<file path="config.mk">
export PLATFORM = sky130hd
export DESIGN_NAME = conv3x3_mac
export DESIGN_NICKNAME = d
export VERILOG_FILES = /design/src/rtl/conv3x3_mac.sv
export SDC_FILE = /design/constraint.sdc
export NUM_CORES = 2
export LEC_CHECK = 0
export CORE_ASPECT_RATIO = 1.1
export CORE_MARGIN = 5
export CORE_UTILIZATION = 45
export CTS_BUF_LIST = sky130_fd_sc_hd__clkbuf_4
export DETAILED_ROUTE_END_ITERATION = 12
export GPL_ROUTABILITY_DRIVEN = 0
export PLACE_DENSITY = 0.72
export REMOVE_ABC_BUFFERS = 1
export SLEW_MARGIN = 15
export SYNTH_ARGS = -nofsm -noshare
export SYNTH_HDL_FRONTEND = slang
export SYNTH_SLANG_ARGS = --single-unit
</file>
<file path="constraint.sdc">
create_clock -name clk -period 29.4 [get_ports clk]
set_clock_uncertainty 0.1 [all_clocks]
set_input_delay 5.88 -clock clk [delete_from_list [all_inputs] [get_ports clk]]
set_output_delay 5.88 -clock clk [all_outputs]
set_load 0.05 [all_outputs]
</file>
<file path="src/rtl/conv3x3_mac.sv">
// 3x3 convolution MAC stage: signed kernel times unsigned pixel window, pipelined
// adder tree, round/shift/saturate to 8 bits, and output row/column tracking.
module conv3x3_mac #(
  parameter int FILTER_SIZE  = 3,
  parameter int IMAGE_WIDTH  = 5,
  parameter int IMAGE_HEIGHT = 5,
  parameter int COEF_W       = 8,
  parameter int ACC_W        = 20,
  parameter int SHIFT        = 0
) (
  input  logic                                  clk,
  input  logic                                  rst,
  input  logic                                  coef_we,
  input  logic [3:0]                            coef_addr,
  input  logic [COEF_W-1:0]                     coef_data,
  input  logic [FILTER_SIZE*FILTER_SIZE*8-1:0]  window_in,
  input  logic                                  window_valid,
  output logic [7:0]                            pixel_out,
  output logic [ACC_W-1:0]                      acc_out,
  output logic                                  pixel_valid,
  output logic [7:0]                            out_col,
  output logic [7:0]                            out_row,
  output logic                                  frame_done,
  output logic                                  busy
);
  localparam int K      = FILTER_SIZE * FILTER_SIZE;
  localparam int PROD_W = COEF_W + 9;
  localparam logic [7:0] COL_LAST = 8'(IMAGE_WIDTH - FILTER_SIZE);
  localparam logic [7:0] ROW_LAST = 8'(IMAGE_HEIGHT - FILTER_SIZE);
  localparam logic signed [ACC_W:0] PIX_MAX = (ACC_W + 1)'(255);

  // Valid semantics: window_valid accepts a window on every edge it is high (no
  // backpressure); pixel_valid marks pixel_out/acc_out/out_row/out_col for one cycle.
  logic signed [COEF_W-1:0] coef [K];
  logic signed [PROD_W-1:0] prod [K];
  logic signed [ACC_W-1:0]  row_sum [FILTER_SIZE];
  logic signed [ACC_W-1:0]  row_comb [FILTER_SIZE];
  logic signed [ACC_W-1:0]  acc, acc_comb;
  logic signed [ACC_W:0]    acc_ext, rounded;
  logic [7:0]               sat_pix;
  logic                     v1, v2, v3;

  always_ff @(posedge clk or posedge rst) begin
    if (rst) begin
      for (int k = 0; k < K; k++) coef[k] <= '0;
    end else if (coef_we) begin
      for (int k = 0; k < K; k++)
        if (coef_addr == 4'(k)) coef[k] <= coef_data;
    end
  end

  // S1: pixel zero-extended, coefficient sign-extended, both to the product width
  always_ff @(posedge clk or posedge rst) begin
    if (rst) begin
      v1 <= 1'b0;
      for (int k = 0; k < K; k++) prod[k] <= '0;
    end else begin
      v1 <= window_valid;
      if (window_valid)
        for (int k = 0; k < K; k++)
          prod[k] <= $signed({{(COEF_W + 1){1'b0}}, window_in[k*8 +: 8]}) *
                     $signed({{9{coef[k][COEF_W-1]}}, coef[k]});
    end
  end

  always_comb begin
    for (int r = 0; r < FILTER_SIZE; r++) begin
      row_comb[r] = '0;
      for (int c = 0; c < FILTER_SIZE; c++)
        row_comb[r] = row_comb[r] + ACC_W'(prod[r*FILTER_SIZE + c]);
    end
  end

  always_comb begin
    acc_comb = '0;
    for (int r = 0; r < FILTER_SIZE; r++) acc_comb = acc_comb + row_sum[r];
  end

  always_ff @(posedge clk or posedge rst) begin
    if (rst) begin
      v2 <= 1'b0;
      v3 <= 1'b0;
      acc <= '0;
      for (int r = 0; r < FILTER_SIZE; r++) row_sum[r] <= '0;
    end else begin
      v2 <= v1;
      v3 <= v2;
      if (v1)
        for (int r = 0; r < FILTER_SIZE; r++) row_sum[r] <= row_comb[r];
      if (v2) acc <= acc_comb;
    end
  end

  // One guard bit so adding the rounding constant cannot overflow
  assign acc_ext = {acc[ACC_W-1], acc};

  if (SHIFT > 0) begin : g_round
    localparam logic signed [ACC_W:0] RND = (ACC_W + 1)'(1) <<< (SHIFT - 1);
    assign rounded = (acc_ext + RND) >>> SHIFT;
  end else begin : g_noround
    assign rounded = acc_ext;
  end

  always_comb begin
    sat_pix = rounded[7:0];
    if (rounded[ACC_W]) sat_pix = 8'd0;
    else if (rounded > PIX_MAX) sat_pix = 8'd255;
  end

  always_ff @(posedge clk or posedge rst) begin
    if (rst) begin
      pixel_valid <= 1'b0;
      pixel_out   <= '0;
      acc_out     <= '0;
    end else begin
      pixel_valid <= v3;
      if (v3) begin
        pixel_out <= sat_pix;
        acc_out   <= acc;
      end
    end
  end

  // Counters show the pixel being presented and advance at the end of that cycle
  always_ff @(posedge clk or posedge rst) begin
    if (rst) begin
      out_col <= '0;
      out_row <= '0;
    end else if (pixel_valid) begin
      if (out_col == COL_LAST) begin
        out_col <= '0;
        out_row <= (out_row == ROW_LAST) ? 8'd0 : out_row + 8'd1;
      end else begin
        out_col <= out_col + 8'd1;
      end
    end
  end

  assign frame_done = pixel_valid && (out_row == ROW_LAST) && (out_col == COL_LAST);
  assign busy       = v1 | v2 | v3 | pixel_valid;
endmodule

</file>
* After elaboration in Yosys (flattened, before gate mapping) *
Index checks and enable logic that the tools add are counted.
Widths: inputs -> output; s select.

storage, ports and cells
  register bits after elaboration = 353
  output and inout port bits = 47

operators by class
  add/sub/neg operators = 10
  multiply operators = 9
  $lt $le $gt $ge = 1
  equality and inequality tests = 10
  multiplexer cells = 4
  bitwise operators = 3
  reductions and logical operators = 13

operators by type and width
  operator             number
  $mul 9x8->17         9
  $add 18x17->19       3
  $add 17x17->18       3
  $add 20x20->20       2
  $mux 8               4
  $gt 20x9->1 const B  1
  $reduce_and 2->1     10
  $add 8x1->8 const B  2
  $eq 4x3->1 const B   4
  $eq 8x2->1 const B   2
  $eq 4x2->1 const B   2
  $eq 4x1->1 const B   1
  $eq 4x4->1 const B   1
  $logic_not 4->1      1
  $or 1x1->1           3
  $logic_and 1x1->1    2

* Logic depth before layout (Yosys ltp) *
  word-level depth = 3
  gate-level depth with buffers = 20

* Least setup slack after synthesis *
Ideal clock, no wire load.

  path type = input to register
  from = input port window_in[16]
  to = register prod[117] (netlist bit)
  data arrival time = 9.810 ns
  data required time = 29.175 ns
  setup slack = 19.365 ns
  stages on the path = 16
  path buffers = 0
  path through = nand2b_1 > fa_1 > fa_1 > inv_1 > fa_1 > inv_1 > fa_1 > inv_1 > ha_1 > inv_1 > o21bai_1 > a2111oi_0 > nor2_1 > a21boi_1 > xnor2_1 > mux2_2

on the way
  word-level cells in the longest chain between the ends = 1

RTL lines
  item                             line  RTL
  from (decl)                      16    input logic [FILTER_SIZE*FILTER_SIZE*8-1:0] window_in,
  $mul 9x8->17                     61    prod[k] <= $signed({{(COEF_W + 1){1'b0}}, window_in[k*8 +: 8]}) *
  to (signal, indexed assignment)  61
  to (decl)                        35    logic signed [PROD_W-1:0] prod [K];

No other way between the ends.
A chain may end at the register's enable or synchronous reset.

* Worst setup path after layout *
Ends and elaborated chain as after synthesis.

==> key figures <==
Synth
  • Post-synth EDFFs: 0
  • Post-synthesis cell count: 3635
  • Warnings from Yosys: 0
  • Synth Flop Type: dfrtp_1
  • Simple-gate portion of the synthesized area: 13.1%
  • Seq/Total Area, Yosys: 23.6%
  • Asr flop ratio synth: 100%
  • Synth Cell Area: 37000 sq um
  • Syn_area_per_cell: 10.2 sq um
  • #FFs+latches synth: 350
  • Mux cell area share after synthesis: 7.97%
  • Synth Area in Adders: 37.5%
  • Combinational family with the most area after synthesis: adder cells
  • Synth cell types: 70
  • Post-synthesis xor/xnor area fraction: 3.67%
  • Post-synthesis compound-gate area fraction: 7.55%

Hold path
  • WHS Endpoint: acc_out[5]
  • Worst hold path depth: 1
  • HP Class: register to register
  • Min-delay src: acc[5]

Setup path
  • Critical path required time: 29.99 ns
  • R2r endpoint: prod[117]
  • FF-to-FF path depth: 16
  • Reg2Reg Setup Slack: 24.40 ns
  • Crit path arrival time: 10.73 ns
  • Crit. End Element: register
  • Worst-path fanout max: 8
  • Reg2reg start: coef[55]
  • Startpoint types: input port
  • Setup CP Type: input port to register

Floorplan
  • Die width: 284 um
  • Die Ht: 311 um
  • Starting Density: 45.3%
  • Rows: 110
  • Die area: 88100 sq um
  • Core area: 81800 sq um
  • I/O pin cnt: 135

Global routing
  • Pin count of the biggest net entering global routing: 134
  • Grt total ovfl: 0
  • GRT Util Overall: 19.3%
  • First-pass GRT wire length: 140 mm
  • Initial antenna violation count: 5
  • Vias in the first global route: 27.1k

Clock tree
  • Clk pin slew, worst setup/hold paths: 0.06 ns
  • Clk sinks: 350
  • Post-CTS Setup Repair Bufs: 0
  • Clk root buf: clkbuf_4
  • Resized Gates After CTS: 0
  • H-tree Lvls: 3
  • CTS tree: built
  • Worst skew pair latency: 0.89 ns
  • Post-cts hold buffer count: 0
  • CTS Buffer Depth: 3
  • Num CTS Buffers: 98

Placement
  • Pre-CTS WS: 18.43 ns
  • PortBufs: 134
  • Final HPWL DP: 65.5 mm
  • Inst Count DP: 4800

Routing
  • Max Used Layer: met5
  • DRC Markers: 0
  • Met3 Wirelength: 3.55 mm
  • Metal-1 WL: 37.1 mm
  • DRT Wirelength: 83.6 mm
  • Routed len/inst: 16.8 um
  • DR vias: 25.7k
  • ANT nets after route: 0
  • DR iter-0 viols: 1329
  • Metal2 WL: 41.3 mm
  • DR pass1 iterations: 5
  • DR vias/cell: 5.17

Cells and area
  • Syn-to-layout area delta: 10.5%
  • Final cell count without fillers: 4976
  • Share of cells above drive strength 1: 10.2%
  • Fillers: 7559
  • Nets@finish: 4791

STA
  • Final Hold Viols: 0
  • Final period utilization: 34.5%
  • Hold WS: 0.407 ns
  • Setup violators final: 0
  • Worst setup margin: 19.27 ns
  • Rel. slew slack: 23.2%
  • Worst-Margin Slew: 1.15 ns
  • Final Slew Violations: 0
  • Final setup TNS: 0 ns
  • Fmax: 0.0987 GHz
  • Unrepaired setup endpoints after global routing: false
  • Minimum clock period after layout: 10.13 ns

Status
  • Status: complete, no violations

Run
  • Max-cap violations: 0
-- critical path, cell delays in order --
cell	delay (ns)
clkdlybuf4s50_1	0.53
nand2b_1	0.23
fa_1	0.52
fa_1	0.55
inv_1	0.06
fa_1	0.52
inv_1	0.05
fa_1	0.52
inv_1	0.05
ha_1	0.33
inv_1	0.07
o21bai_1	0.08
a2111oi_0	0.65
nor2_1	0.15
a21boi_1	0.21
xnor2_1	0.08
mux2_2	0.26
-- registers in the layout (all words and copies together) (netlist names) --
name,flops
out_row,8
acc_out,20
acc,20
prod,153
out_col,8
v1,1
pixel_valid,1
v3,1
v2,1
row_sum,57
coef,72
pixel_out,8
-- per-stage QoR --
stage          instance area (sq um)  utilization [%]
2_1_floorplan                  36900                -
3_3_place_gp                   39700             48.5
3_5_place_dp                   39700             48.5
4_1_cts                        40900             50.0
5_1_grt                        40900             50.0
6_report                       40900             50.1
-- layout make-up --
cell class              instances  area [sq um]  share of cell area, %
flip-flops and latches        350          8760                   21.4
multi-input cells            2642         25900                   63.2
inverters                     594          2240                   5.47
diodes                          4          10.0                 0.0245
repair buffers                150          1460                   3.57
well taps                    1064          1330                   3.25
clock inverters                31           198                  0.483
clock buffers                 141          1060                   2.59
-- cell usage in the layout (no fill, tap or decap), types with 39 or more instances in the layout --
cell	instances
ha_1	460
o21ai_0	47
xnor2_1	114
nand2_1	220
inv_1	591
a21o_1	67
fa_1	407
nor2_1	140
nor2b_1	45
xor2_1	41
mux2_1	39
and2_1	361
clkbuf_4	141
mux2_2	207
dfrtp_1	349
a21oi_1	153
clkdlybuf4s50_1	133
-- cells in the mapped netlist, drive strengths merged, types with 6 or more instances --
| cell | count | share of area (%) |
|---|---|---|
| inv | 592 | 6.0 |
| ha | 460 | 16 |
| fa | 407 | 22 |
| and2 | 361 | 6.1 |
| dfrtp | 350 | 24 |
| mux2 | 246 | 7.5 |
| nand2 | 220 | 2.2 |
| a21oi | 154 | 2.1 |
| nor2 | 140 | 1.4 |
| xnor2 | 114 | 2.7 |
| o21ai | 85 | 1.1 |
| a21o | 67 | 1.4 |
| nor2b | 45 | 0.76 |
| clkbuf | 43 | 0.44 |
| xor2 | 41 | 0.97 |
| nand2b | 38 | 0.64 |
| o21a | 29 | 0.59 |
| nand3 | 23 | 0.31 |
| mux2i | 18 | 0.49 |
| o21bai | 18 | 0.36 |
| nor3 | 15 | 0.20 |
| nand4 | 14 | 0.24 |
| o31ai | 13 | 0.26 |
| and4 | 12 | 0.28 |
| a31oi | 10 | 0.17 |
| and3 | 10 | 0.17 |
| a211oi | 9 | 0.20 |
| a21boi | 9 | 0.18 |
| a2111oi | 8 | 0.22 |
| nor4 | 8 | 0.15 |
| o221ai | 8 | 0.19 |
| or2 | 7 | 0.12 |
| buf | 6 | 0.061 |
-- how the worst max path moves through the flow --
stage	endpoint	start	depth (start not counted)	slack, ns
2_1_floorplan	acc[0]	rst	1	13.71
3_3_place_gp	prod[117]	window_in[16]	17	18.56
3_5_place_dp	prod[117]	window_in[16]	17	18.43
4_1_cts	prod[117]	window_in[16]	17	19.34
5_1_grt	prod[66]	window_in[43]	15	19.00
6_report	prod[117]	window_in[16]	17	19.27
-- logic make-up after synthesis --
group | after synthesis
multiplexers | 264
adder cells (fa/ha/maj) | 867
buffers and inverters | 643
flip-flops | 350
XOR/XNOR | 155
AND/OR/NAND/NOR | 915
AO/OA/AOI/OAI | 441
-- per-layer routing --
metal,up-vias,GRT usage [%]
met5,-,0
met4,2,4.94
met3,104,2.88
met2,463,33.3
met1,12900,25.8
li1,12300,-
Power is not shown: default switching activity piles up to over one toggle a cycle in this logic, so the estimate is an artifact.
